[src/rtl/frame_buffer_ctrl_if.sv]
// Signal bundle between a pixel/clear requester, the VGA scan logic and frame_buffer_ctrl.
// The master side drives scan position and requests; the slave side (the controller) drives the frame-buffer bus.
interface frame_buffer_ctrl_if;
  logic [9:0]  DrawX;
  logic [9:0]  DrawY;
  logic        clear_req;
  logic [3:0]  clear_color;
  logic        draw_req;
  logic [9:0]  draw_x;
  logic [9:0]  draw_y;
  logic [3:0]  draw_color;
  logic        draw_ack;
  logic        busy;
  logic        fb_we;
  logic [18:0] fb_write_address;
  logic [3:0]  fb_data_in;
  logic [18:0] fb_read_address;

  modport master (
    output DrawX, DrawY, clear_req, clear_color, draw_req, draw_x, draw_y, draw_color,
    input  draw_ack, busy, fb_we, fb_write_address, fb_data_in, fb_read_address
  );

  modport slave (
    input  DrawX, DrawY, clear_req, clear_color, draw_req, draw_x, draw_y, draw_color,
    output draw_ack, busy, fb_we, fb_write_address, fb_data_in, fb_read_address
  );
endinterface

[src/rtl/frame_buffer_ctrl.sv]
// Frame-buffer write arbiter (single pixel draws, optional full-buffer clear) plus registered scan read address.
// The clear engine is built only when macro FB_CLEAR_EN is defined; otherwise busy is tied low and clear_req is ignored.
module frame_buffer_ctrl #(
  parameter int H_RES = 640,
  parameter int V_RES = 480
) (
  input  logic              Clk,
  input  logic              Reset,
  frame_buffer_ctrl_if.slave bus
);

  localparam logic [18:0] H_RES_W = 19'(H_RES);

`ifdef FB_CLEAR_EN
  localparam logic [18:0] LAST_ADDR = 19'(H_RES * V_RES - 1);
  typedef enum logic [1:0] {IDLE, DRAW, CLEAR} state_t;
`else
  typedef enum logic [1:0] {IDLE, DRAW} state_t;
`endif

  state_t state;
  state_t next_state;

  logic        ack_n;
  logic        we_n;
  logic [18:0] waddr_n;
  logic [3:0]  data_n;

`ifdef FB_CLEAR_EN
  logic [18:0] clear_cnt;
  logic [18:0] cnt_n;
  logic [3:0]  clear_color_q;
  logic [3:0]  color_n;
  logic        busy_n;
`endif

  // The 640-wide case maps to two shifts and an add so no multiplier is built.
  function automatic logic [18:0] pix_addr(input logic [9:0] x, input logic [9:0] y);
    logic [18:0] xe;
    logic [18:0] ye;
    xe = {9'd0, x};
    ye = {9'd0, y};
    if (H_RES == 640)
      pix_addr = (ye << 9) + (ye << 7) + xe;
    else
      pix_addr = ye * H_RES_W + xe;
  endfunction

  function automatic logic in_range(input logic [9:0] x, input logic [9:0] y);
    in_range = (32'(x) < H_RES) && (32'(y) < V_RES);
  endfunction

  always_ff @(posedge Clk) begin
    if (Reset)
      bus.fb_read_address <= '0;
    else if (in_range(bus.DrawX, bus.DrawY))
      bus.fb_read_address <= pix_addr(bus.DrawX, bus.DrawY);
    else
      bus.fb_read_address <= '0;
  end

  // Next-state logic also computes the next value of every registered output,
  // so a write is visible on the bus in the cycle the FSM spends in DRAW/CLEAR.
  always_comb begin
    next_state = state;
    ack_n      = 1'b0;
    we_n       = 1'b0;
    waddr_n    = bus.fb_write_address;
    data_n     = bus.fb_data_in;
`ifdef FB_CLEAR_EN
    cnt_n      = clear_cnt;
    color_n    = clear_color_q;
    busy_n     = 1'b0;
`endif
    case (state)
      IDLE: begin
`ifdef FB_CLEAR_EN
        if (bus.clear_req) begin
          next_state = CLEAR;
          cnt_n      = '0;
          color_n    = bus.clear_color;
          busy_n     = 1'b1;
          we_n       = 1'b1;
          waddr_n    = '0;
          data_n     = bus.clear_color;
        end else
`endif
        if (bus.draw_req) begin
          next_state = DRAW;
          ack_n      = 1'b1;
          we_n       = in_range(bus.draw_x, bus.draw_y);
          waddr_n    = pix_addr(bus.draw_x, bus.draw_y);
          data_n     = bus.draw_color;
        end
      end
      DRAW: next_state = IDLE;
`ifdef FB_CLEAR_EN
      CLEAR: begin
        if (clear_cnt == LAST_ADDR) begin
          next_state = IDLE;
        end else begin
          cnt_n   = clear_cnt + 19'd1;
          busy_n  = 1'b1;
          we_n    = 1'b1;
          waddr_n = clear_cnt + 19'd1;
          data_n  = clear_color_q;
        end
      end
`endif
      default: next_state = IDLE;
    endcase
  end

  always_ff @(posedge Clk) begin
    if (Reset) begin
      state                <= IDLE;
      bus.draw_ack         <= 1'b0;
      bus.fb_we            <= 1'b0;
      bus.fb_write_address <= '0;
      bus.fb_data_in       <= '0;
`ifdef FB_CLEAR_EN
      clear_cnt            <= '0;
      clear_color_q        <= '0;
      bus.busy             <= 1'b0;
`endif
    end else begin
      state                <= next_state;
      bus.draw_ack         <= ack_n;
      bus.fb_we            <= we_n;
      bus.fb_write_address <= waddr_n;
      bus.fb_data_in       <= data_n;
`ifdef FB_CLEAR_EN
      clear_cnt            <= cnt_n;
      clear_color_q        <= color_n;
      bus.busy             <= busy_n;
`endif
    end
  end

`ifndef FB_CLEAR_EN
  assign bus.busy = 1'b0;
`endif

endmodule
[src/flat_wrapper.sv]
// flat-port wrapper written by rule: the top's interface ports become plain ports
module frame_buffer_ctrl_flat 
#(
  parameter int H_RES = 640,
  parameter int V_RES = 480
)
  (Clk, Reset, bus_DrawX, bus_DrawY, bus_clear_req, bus_clear_color, bus_draw_req, bus_draw_x, bus_draw_y, bus_draw_color, bus_draw_ack, bus_busy, bus_fb_we, bus_fb_write_address, bus_fb_data_in, bus_fb_read_address);
  frame_buffer_ctrl_if bus_i ();
  input  logic Clk;
  input  logic Reset;
  input wire logic [$bits(bus_i.DrawX)-1:0] bus_DrawX;
  input wire logic [$bits(bus_i.DrawY)-1:0] bus_DrawY;
  input wire logic [$bits(bus_i.clear_req)-1:0] bus_clear_req;
  input wire logic [$bits(bus_i.clear_color)-1:0] bus_clear_color;
  input wire logic [$bits(bus_i.draw_req)-1:0] bus_draw_req;
  input wire logic [$bits(bus_i.draw_x)-1:0] bus_draw_x;
  input wire logic [$bits(bus_i.draw_y)-1:0] bus_draw_y;
  input wire logic [$bits(bus_i.draw_color)-1:0] bus_draw_color;
  output wire logic [$bits(bus_i.draw_ack)-1:0] bus_draw_ack;
  output wire logic [$bits(bus_i.busy)-1:0] bus_busy;
  output wire logic [$bits(bus_i.fb_we)-1:0] bus_fb_we;
  output wire logic [$bits(bus_i.fb_write_address)-1:0] bus_fb_write_address;
  output wire logic [$bits(bus_i.fb_data_in)-1:0] bus_fb_data_in;
  output wire logic [$bits(bus_i.fb_read_address)-1:0] bus_fb_read_address;
  assign bus_i.DrawX = bus_DrawX;
  assign bus_i.DrawY = bus_DrawY;
  assign bus_i.clear_req = bus_clear_req;
  assign bus_i.clear_color = bus_clear_color;
  assign bus_i.draw_req = bus_draw_req;
  assign bus_i.draw_x = bus_draw_x;
  assign bus_i.draw_y = bus_draw_y;
  assign bus_i.draw_color = bus_draw_color;
  assign bus_draw_ack = bus_i.draw_ack;
  assign bus_busy = bus_i.busy;
  assign bus_fb_we = bus_i.fb_we;
  assign bus_fb_write_address = bus_i.fb_write_address;
  assign bus_fb_data_in = bus_i.fb_data_in;
  assign bus_fb_read_address = bus_i.fb_read_address;
  frame_buffer_ctrl #(.H_RES(H_RES), .V_RES(V_RES)) u_core (.Clk(Clk), .Reset(Reset), .bus(bus_i));
endmodule
[config.mk]
export PLATFORM = sky130hd
export DESIGN_NAME = frame_buffer_ctrl_flat
export DESIGN_NICKNAME = d
export VERILOG_FILES = /design/src/rtl/frame_buffer_ctrl_if.sv /design/src/rtl/frame_buffer_ctrl.sv /design/src/flat_wrapper.sv
export SDC_FILE = /design/constraint.sdc
export NUM_CORES = 1
export LEC_CHECK = 0
export ABC_AREA = 1
export CORE_ASPECT_RATIO = 1.25
export CORE_MARGIN = 2
export CORE_UTILIZATION = 40
export CTS_CLUSTER_SIZE = 14
export DETAILED_ROUTE_END_ITERATION = 10
export PLACE_DENSITY = 0.76
export RECOVER_POWER = 100
export SLEW_MARGIN = 20
export SYNTH_ARGS = -nofsm -noshare
export SYNTH_HDL_FRONTEND = slang
export SYNTH_SLANG_ARGS = --single-unit
[constraint.sdc]
create_clock -name Clk -period 6 [get_ports Clk]
set_input_delay 0.6 -clock Clk [delete_from_list [all_inputs] [get_ports Clk]]
set_output_delay 0.6 -clock Clk [all_outputs]
set_load 0.02 [all_outputs]
**Word-level counts from Yosys, hierarchy flattened**

Cells that the tools add are included.

- Add/subtract/negate cells: 4
- Reduce and logical (&&, ||, !) cells: 7
- Mux-type cells: 1
- Order comparisons: 4
- Bitwise logic cells: 3

Operators by type and width:

| cell | count |
|---|---|
| adder 19 x 10 -> 19 bit | 2 |
| adder 19 x 17 -> 19 bit | 2 |
| < comparator 10 bit, second input constant | 2 |
| < comparator 10 x 9 -> 1 bit, second input constant | 2 |
| OR reduction 2 bit | 2 |
| inverter 1 bit | 3 |
| OR reduction 3 bit | 1 |
| logical AND 1 bit | 2 |
| zero test 2 bit | 1 |
| AND reduction 2 bit | 1 |
| two-way mux 1 bit | 1 |

- Output and inout port bits: 45
- Register bits after elaboration: 45

**Depth between registers and ports, before layout**

Gate-level depths: netlist of the first run.

- Word-level depth: 4
- Mapped depth: 14

**Least setup slack after synthesis of the first run**

Ideal clock, no wire load.

- Path kind: input -> register
- From: input bus_draw_y[0]
- To: register u_core.bus.fb_write_address[16]
- Cell stages on the path: 11
- Setup slack: 3699 ps
- Arrival: 2186 ps
- Setup time: 115 ps
- Path buffers: 0
- Cells stage by stage: inv_1 -> fa_1 -> fa_1 -> inv_1 -> nand3_1 -> nand3_2 -> nand2_1 -> nand3_1 -> nand2_1 -> o21ai_0 -> inv_1

- Word-level cells in the longest chain between the ends: 2

RTL lines:

| element | RTL line | text |
|---|---|---|
| from (decl) | flat_wrapper.sv:17 | `input wire logic [$bits(bus_i.draw_y)-1:0] bus_draw_y;` |
| adder 19 x 17 -> 19 bit | frame_buffer_ctrl.sv:44 | `pix_addr = (ye << 9) + (ye << 7) + xe;` |
| adder 19 x 10 -> 19 bit | frame_buffer_ctrl.sv:44 |  |
| to (signal assigned) | frame_buffer_ctrl.sv:130 | `bus.fb_write_address <= waddr_n;` |
| to (decl) | frame_buffer_ctrl_if.sv:26 | `output draw_ack, busy, fb_we, fb_write_address, fb_data_in, fb_read_address` |

No other way between the ends.
A chain may end at the register's enable or synchronous reset.

**Final worst setup path of the first run**

- From: input bus_draw_req
- To: register u_core.bus.fb_write_address[11]

- Word-level cells in the longest chain between the ends: 1

RTL lines:

| element | RTL line | text |
|---|---|---|
| from (decl) | flat_wrapper.sv:15 | `input wire logic [$bits(bus_i.draw_req)-1:0] bus_draw_req;` |
| AND reduction 2 bit (no source line) | n/a |  |

No other way between the ends.

==> impl_metrics.ini, run 1 <==
[placement]
gp_congestion = 0.850
hpwl_um = 5360
dpl-instance-area_sq_um = 3710
numPortBuffers = 90

[drt]
dr.first_iter.drc_count = 87
vias = 2632
drt_pass1_iterations = 4
viasPerCell = 4.73
wire_per_inst_um = 11.9
drtAntennaViolNets = 0
drc = 0
wl_um = 6630

[clock_network]
cts_sinks = 45
tritoncts = built
cts_root_buf = clkbuf_8
clock_latency_ns = 0.29
clk_pin_slew_ns = 0.08
holdBufCountCts = 0
ctsHtreeMaxLevel = 2
postCtsSetupBuffers = 0
cts_resized = 0
clockBufferDepth = 2
cts-buffers-inserted = 5

[layout]
fin_util_pct = 57.0
syn_to_final_growth_pct = 37.7
regArea_sq_um = 901
multi_input_area_sq_um = 1540
final_common_cell = nand2_1
nFillCells = 656
n_antenna_cell = 0
fin_area_sq_um = 3770
num-nets-final = 563
drive_gt1_share_pct = 1.91
layout_common_cells = nand2_1 (75), inv_1 (63), nor2_1 (63), dlygate4sd3_1 (47), dfxtp_1 (45)

[sta]
tns_ns = 0
hold_viol_final = 0
slew_viol_final = 28
hold-worst-slack_ns = 0.519
rsz0062_at_grt = no
max_freq_ghz = 0.328
fin_worst_skew_ns = 0.00509
relSlewSlack_pct = -2.01
tightest_slew_ns = 1.52
setup_viol = 0
fin_crit_sh_pct = 50.8
min_period_ns = 3.05

[setup_path]
path_max_fanout = 27
cp.required_ns = 6.18
worst_setup_path_end_kind = flop
critPathKind = in -> reg
crit_arrival_ns = 3.23
startpoint_type = input pin

[yosys]
synth_largest_area_cell = dfxtp_1
synth-edff-count = 0
synthFlopType = dfxtp_1
ys_types = 26
syn_inst = 379
synth_top_cell_area_share_pct = 32.9
ys_ff_latch = 45
synth_area_leaders = dfxtp_1 (33%), ha_1 (17%), nand2_1 (10%)
avgSynthCellArea_sq_um = 7.22
ys_warn_count = 0
syn_area_sq_um = 2740
seq_area_frac_synth_pct = 32.9
async_reset_ff_share_pct = 0
syn-num-nets = 473

[status]
outcome = finished, violations left
violations = capacitance limit, slew limit

[pwr]
clockPowerShare_pct = 22.8
p_int_uw = 518
ir_worst_vdd_uv = 103
seqPwrFrac_pct = 42.3
p_leak_nw = 2.03
p_sw_uw = 259
power_density_nw_per_um2 = 206
pwr-share-comb_pct = 35.0
swShare_pct = 33.3

[die]
rows = 33
dieWidth_um = 78.0
die_area_sq_um = 7520
die_height_um = 96.5
ioPinCount = 97
start_util_pct = 41.4
coreArea_sq_um = 6610

[grt]
grt_max_degree = 28
gr-usage-all-layers_pct = 18.4
overflow = 0
antenna_found_initial = 0
grt_pass1_vias = 2634
grt_pass1_wl_um = 11200

[min_path]
hold_class = reg -> reg

[job]
cap_violations = 1
==> worst paths after layout <==
path | start | end | slack (ns) | depth (start not counted)
worst max-delay path | bus_draw_req | u_core.bus.fb_write_address[11] | 2.95 | 6
worst max register to register | u_core.state[0] | u_core.bus.fb_write_address[11] | 3.51 | 4
worst min register to register | u_core.bus.fb_data_in[0] | u_core.bus.fb_data_in[0] | 0.52 | 2
worst min-delay path | u_core.bus.fb_data_in[0] | u_core.bus.fb_data_in[0] | 0.52 | 2
==> synth_stat cells, drive strengths merged (2+ instances only) <==
master   n
buf      5
dfxtp   45
inv     63
ha      38
xor2     3
nand4    4
o21bai   3
a21oi   20
nand3   24
nor2    63
clkbuf   2
o21ai   23
nand2   75
fa       4
==> power groups by stage <==
stage | clock network (mW) | registers, mW | logic, mW
6_report | 0.177 | 0.329 | 0.272
5_1_grt | 0.200 | 0.332 | 0.306
4_1_cts | 0.186 | 0.330 | 0.284
3_5_place_dp | 0 | 0.337 | 0.282
3_3_place_gp | 0 | 0.336 | 0.277
2_1_floorplan | 0 | 0.364 | 0.143
==> area by class of cell <==
| class | instances | area share [%] |
|---|---|---|
| Inverter | 63 | 6.28 |
| Timing Repair Buffer | 90 | 23.9 |
| Sequential cell | 45 | 23.9 |
| Clock buffer | 6 | 1.93 |
| Clock inverter | 2 | 0.266 |
| Tap cell | 87 | 2.89 |
| Multi-Input combinational cell | 264 | 40.8 |
==> per-layer routing <==
layer,track usage [%],share of wire (%),vias up
li1,-,-,1376
met1,18.5,40,1186
met2,36.4,52,58
met3,4.65,5.4,12
met4,7.02,2.3,0
met5,0,0,-
==> worst max-delay path, cell delays in order <==
cell	delay, ns
dlygate4sd3_1	0.52
inv_1	0.04
nor2_1	1.12
inv_1	0.59
o21ai_0	0.30
inv_1	0.06
==> registers in the layout (all words and copies together) (netlist names) <==
signal,cells
u_core.bus.fb_read_address,19
u_core.bus.fb_data_in,4
u_core.state,1
u_core.bus.fb_we,1
u_core.bus.draw_ack,1
u_core.bus.fb_write_address,19
==> metrics by stage <==
stage               worst slack, ns  power, mW  std cells
floorplan                      3.70      0.506        379
global placement               3.04      0.613        549
detailed placement             2.94      0.619        549
CTS                            3.23      0.800        557
global route                   2.64      0.837        557
finish                         2.95      0.777        557
==> cells by family after synthesis <==
family	after synthesis	share of synthesized area [%]
AO/OA/AOI/OAI	50	10.2
adder cells (fa/ha/maj)	42	20.3
AND/OR/NAND/NOR	168	25.5
buffers and inverters	70	9.92
other	1	0.137
flip-flops	45	32.9
XOR/XNOR	3	0.960
Note: power is estimated with default switching activity, not from simulation.
==> run 2: changes to the inputs <==
--- a/config.mk
+++ b/config.mk
@@ -11,7 +11,7 @@
 export CORE_UTILIZATION = 40
 export CTS_CLUSTER_SIZE = 14
 export DETAILED_ROUTE_END_ITERATION = 10
-export PLACE_DENSITY = 0.76
+export PLACE_DENSITY = 0.78
 export RECOVER_POWER = 100
 export SLEW_MARGIN = 20
 export SYNTH_ARGS = -nofsm -noshare
==> constraint.sdc (replaced) <==
create_clock -name Clk -period 2.73 [get_ports Clk]
set_input_delay 0.273 -clock Clk [delete_from_list [all_inputs] [get_ports Clk]]
set_output_delay 0.273 -clock Clk [all_outputs]
set_load 0.02 [all_outputs]
==> impl_metrics.ini, run 2 (synthesis results as in run 1) <==
[setup_path]
cp.required_ns = 2.88
path_buf_inv = 3
reg2reg_to = u_core.bus.fb_write_address[11]
path_max_fanout = 4
cp_common_cell = nand3_1
reg2regPathDepth = 4
cp_cell_sequence = dlygate4sd3_1 > inv_1 > fa_1 > inv_1 > fa_1 > nand3_1 > nand2_1 > nand3_1 > nand3_1 > nand3_1 > a21oi_1
slowest_delay_ns = 0.56
path_delay_family = adder cells
crit_arrival_ns = 2.57
r2r_slack_ns = 0.79
crit_slowest_cell = dlygate4sd3_1
critPathKind = in -> reg
worst_setup_path_end_kind = flop
crit_cells = 11
startpoint_type = input pin
r2r_start = u_core.state[0]

[sta]
rsz0062_at_grt = no
slew_viol_final = 0
fin_ws_ns = 0.307
tns_ns = 0
min_period_ns = 2.42
fin_crit_sh_pct = 88.8
relSlewSlack_pct = 37.1
hold_viol_final = 0
max_freq_ghz = 0.413
setup_viol = 0
tightest_slew_ns = 0.943
fin_worst_skew_ns = 0.00730

[placement]
hpwl_um = 5340
numPortBuffers = 90
placed_cells = 550
gp_congestion = 0.891
dpl_worst_slack_ns = 0.0984
dpl-instance-area_sq_um = 3720

[grt]
grt_pass1_wl_um = 11100
met1_usage_pct = 18.5
grt_util_met2_pct = 35.6
antenna_found_initial = 0
overflow = 0
gr-usage-all-layers_pct = 18.1
grt_max_degree = 28
met3_usage_pct = 3.81
grt_most_used_layer = met2
grt_pass1_vias = 2698

[die]
die_height_um = 96.5
start_util_pct = 41.4
dieWidth_um = 78.0
rows = 33
coreArea_sq_um = 6610
ioPinCount = 97
die_area_sq_um = 7520

[clock_network]
cts_resized = 0
clockBufferDepth = 2
cts-buffers-inserted = 5
ctsHtreeMaxLevel = 2
cts_root_buf = clkbuf_8
postCtsSetupBuffers = 0
tritoncts = built
cts_sinks = 45
holdBufCountCts = 0
clk_pin_slew_ns = 0.08
clock_latency_ns = 0.29

[status]
outcome = finished, final reports clean

[layout]
n_antenna_cell = 0
final_common_cell = nand2_1
drive_gt1_share_pct = 2.13
layout_common_cells = nand2_1 (75), inv_1 (63), nor2_1 (62), dlygate4sd3_1 (47), dfxtp_1 (45)
num-nets-final = 564
fin_area_sq_um = 3780
reg.largest.list = u_core.bus.fb_read_address: 19 flops, u_core.bus.fb_write_address: 19 flops, u_core.bus.fb_data_in: 4 flops
nFillCells = 641
instances_no_fill = 557
syn_to_final_growth_pct = 38.2

[min_path]
hold_end = u_core.bus.fb_read_address[5]
holdCritStartpoint = bus_DrawX[5]
hold_class = in -> reg
whs_path_depth = 3

[drt]
wl_um = 6570
dr.first_iter.drc_count = 101
drtAntennaViolNets = 0
viasPerCell = 4.69
drc = 0
wire_per_inst_um = 11.8
drt_pass1_iterations = 4
vias = 2614

[pwr]
power_density_nw_per_um2 = 455
p_leak_nw = 2.04
finalPower_mw = 1.72
ir_worst_vdd_uv = 345

[job]
cap_violations = 0
run 2: changes by cell type in the layout (fill, tap and decap cells not counted):
cell,change
buf_4,+1
clkbuf_8,+1
clkinv_2,-2
nor2_1,-1
nor2_2,+1
run 2: cell type report:
cell class / instances / area [sq um] / area share (%)
Inverter: 63 / 236 / 6.25
Multi-Input combinational cell: 264 / 1540 / 40.7
Sequential cell: 45 / 901 / 23.8
Timing Repair Buffer: 91 / 908 / 24.0
Clock buffer: 7 / 86.3 / 2.28
Tap cell: 87 / 109 / 2.88
run 2: worst max path at each step:
stage	startpoint	to	slack, ns
2_1_floorplan	bus_draw_y[0]	u_core.bus.fb_write_address[16]	0.76
3_3_place_gp	bus_draw_y[0]	u_core.bus.fb_write_address[16]	0.12
3_5_place_dp	bus_draw_y[0]	u_core.bus.fb_write_address[16]	0.1
4_1_cts	bus_draw_y[0]	u_core.bus.fb_write_address[16]	0.38
5_1_grt	bus_draw_y[0]	u_core.bus.fb_write_address[16]	0.10
6_report	bus_DrawY[0]	u_core.bus.fb_read_address[18]	0.31
run 2: power by group:
part	internal [mW]	leakage, nW	switching (mW)	total, mW
combinational	0.257	1.62	0.338	0.594
sequential	0.705	0.371	0.0175	0.722
clock	0.201	0.0443	0.204	0.405
total	1.16	2.04	0.559	1.72
run 2: metal layers:
layer	share of wire, %	up-vias
met1	41	1165
met5	0	-
met4	2.3	0
met3	4.3	14
met2	52	60
li1	-	1375
run 2: through the flow:
| stage | utilization, % | hold WS [ns] |
|---|---|---|
| 5_1_grt | 57.2 | 0.508 |
| 6_report | 57.2 | 0.500 |
| 3_3_place_gp | 56.3 | 0.491 |
| 4_1_cts | 57.6 | 0.498 |
| 2_1_floorplan | - | 0.352 |
| 3_5_place_dp | 56.3 | 0.502 |
run 2: tightest hold or removal path, delay by kind of cell:
kind / cells / cell delay (ns)
buffers and inverters: 2 / 0.44
and+or+nand+nor: 1 / 0.03
==> run 3: changes to the inputs <==
--- a/config.mk
+++ b/config.mk
@@ -11,7 +11,8 @@
 export CORE_UTILIZATION = 40
 export CTS_CLUSTER_SIZE = 14
 export DETAILED_ROUTE_END_ITERATION = 10
-export PLACE_DENSITY = 0.78
+export DONT_BUFFER_PORTS = 1
+export PLACE_DENSITY = 0.59
 export RECOVER_POWER = 100
 export SLEW_MARGIN = 20
 export SYNTH_ARGS = -nofsm -noshare
==> impl_metrics.ini, run 3 (synthesis results as in run 1) <==
[sta]
tns_ns = 0
fin_ws_ns = 0.848
min_period_ns = 1.88
rsz0062_at_grt = no
setup_viol = 0
tightest_slew_ns = 0.549
hold_viol_final = 0
relSlewSlack_pct = 63.3
max_freq_ghz = 0.531
slew_viol_final = 0
fin_crit_sh_pct = 68.9
fin_worst_skew_ns = 0.0118

[setup_path]
crit_slowest_cell = fa_1
path_buf_inv = 3
cp.required_ns = 2.91
cp_cell_sequence = inv_1 > fa_1 > fa_1 > inv_1 > nand3_1 > nand3_1 > nand2_1 > nand3_1 > nand2_1 > o21ai_0 > inv_1
critPathKind = in -> reg
startpoint_type = input pin
slowest_delay_ns = 0.53
path_delay_family = adder cells
worst_setup_path_end_kind = flop
path_max_fanout = 3
crit_arrival_ns = 2.06

[grt]
antenna_found_initial = 0
grt_pass1_vias = 2323
overflow = 0
gr-usage-all-layers_pct = 16.2
grt_pass1_wl_um = 9820
grt_max_degree = 28

[placement]
numPortBuffers = 0
dpl_worst_slack_ns = 0.600
gp_congestion = 0.866
hpwl_um = 4600

[layout]
n_antenna_cell = 0
reg.largest.list = u_core.bus.fb_read_address: 19 flops, u_core.bus.fb_write_address: 19 flops, u_core.bus.fb_data_in: 4 flops
drive_gt1_share_pct = 2.89
num-nets-final = 474
layout_common_cells = nand2_1 (75), inv_1 (63), nor2_1 (62), dfxtp_1 (45), ha_1 (38)
syn_to_final_growth_pct = 6.08
final_common_cell = nand2_1

[clock_network]
cts_sinks = 45
clock_latency_ns = 0.29
cts_root_buf = clkbuf_8
ctsHtreeMaxLevel = 2
clk_pin_slew_ns = 0.07
clockBufferDepth = 2
postCtsSetupBuffers = 0
cts_resized = 0
cts-buffers-inserted = 5
holdBufCountCts = 0
tritoncts = built

[drt]
wl_um = 5750
drc = 0
drt_pass1_iterations = 4
viasPerCell = 4.91
dr.first_iter.drc_count = 80
vias = 2293
drtAntennaViolNets = 0
wire_per_inst_um = 12.3

[die]
ioPinCount = 97
start_util_pct = 41.4
die_height_um = 96.5
die_area_sq_um = 7520
dieWidth_um = 78.0
rows = 33
coreArea_sq_um = 6610

[job]
cap_violations = 0

[status]
outcome = finished, final reports clean

[pwr]
ir_worst_vdd_uv = 231
power_density_nw_per_um2 = 569
p_leak_nw = 1.60
finalPower_mw = 1.65

[min_path]
hold_class = in -> reg
run 3: final cells by class:
type	count	area (sq um)
fill	709	3700
sequential	45	901
multi-input combinational	264	1550
inverter	63	236
timing repair buffer	1	7.51
clock buffer	5	68.8
clock inverter	2	35.0
tap	87	109
run 3: power by group:
| group | internal (mW) | total (mW) | switching (mW) |
|---|---|---|---|
| Sequential | 0.706 | 0.794 | 0.0880 |
| Clock | 0.266 | 0.485 | 0.219 |
| Combinational | 0.142 | 0.374 | 0.232 |
run 3: worst paths after layout:
kind,depth (start not counted),slack [ns],from,endpoint
setup / recovery,11,0.85,bus_draw_y[0],u_core.bus.fb_write_address[16]
hold / removal,1,0.06,bus_draw_y[9],u_core.bus.fb_we
setup reg to reg,4,1.17,u_core.state[0],u_core.bus.fb_write_address[11]
hold reg to reg,4,0.64,u_core.bus.fb_write_address[18],u_core.bus.fb_write_address[18]
run 3: worst register-to-register path, delay by kind of cell (launching register included):
| family | cells | cell delay (ns) |
|---|---|---|
| compound gates | 1 | 0.26 |
| simple gates | 1 | 0.45 |
| buf+inv | 2 | 0.43 |
| flops | 1 | 0.33 |
run 3: stage by stage:
stage | utilization, % | hold slack, ns | cells | area [sq um]
final | 43.9 | 0.0638 | 467 | 2900
after detailed placement | 42.7 | 0.370 | 460 | 2820
after global routing | 43.9 | 0.0605 | 467 | 2900
after global placement | 42.7 | 0.363 | 460 | 2820
after floorplan | - | 0.352 | 379 | 2740
after CTS | 44.2 | 0.0573 | 467 | 2920
run 3: routing by layer:
metal  vias to the layer above  wire, um  track usage, %
li1                       1199         -               -
met1                      1031      2320            16.8
met2                        56      3010            31.2
met3                         7       332            4.09
met4                         0        82            6.43
met5                         -         0               0
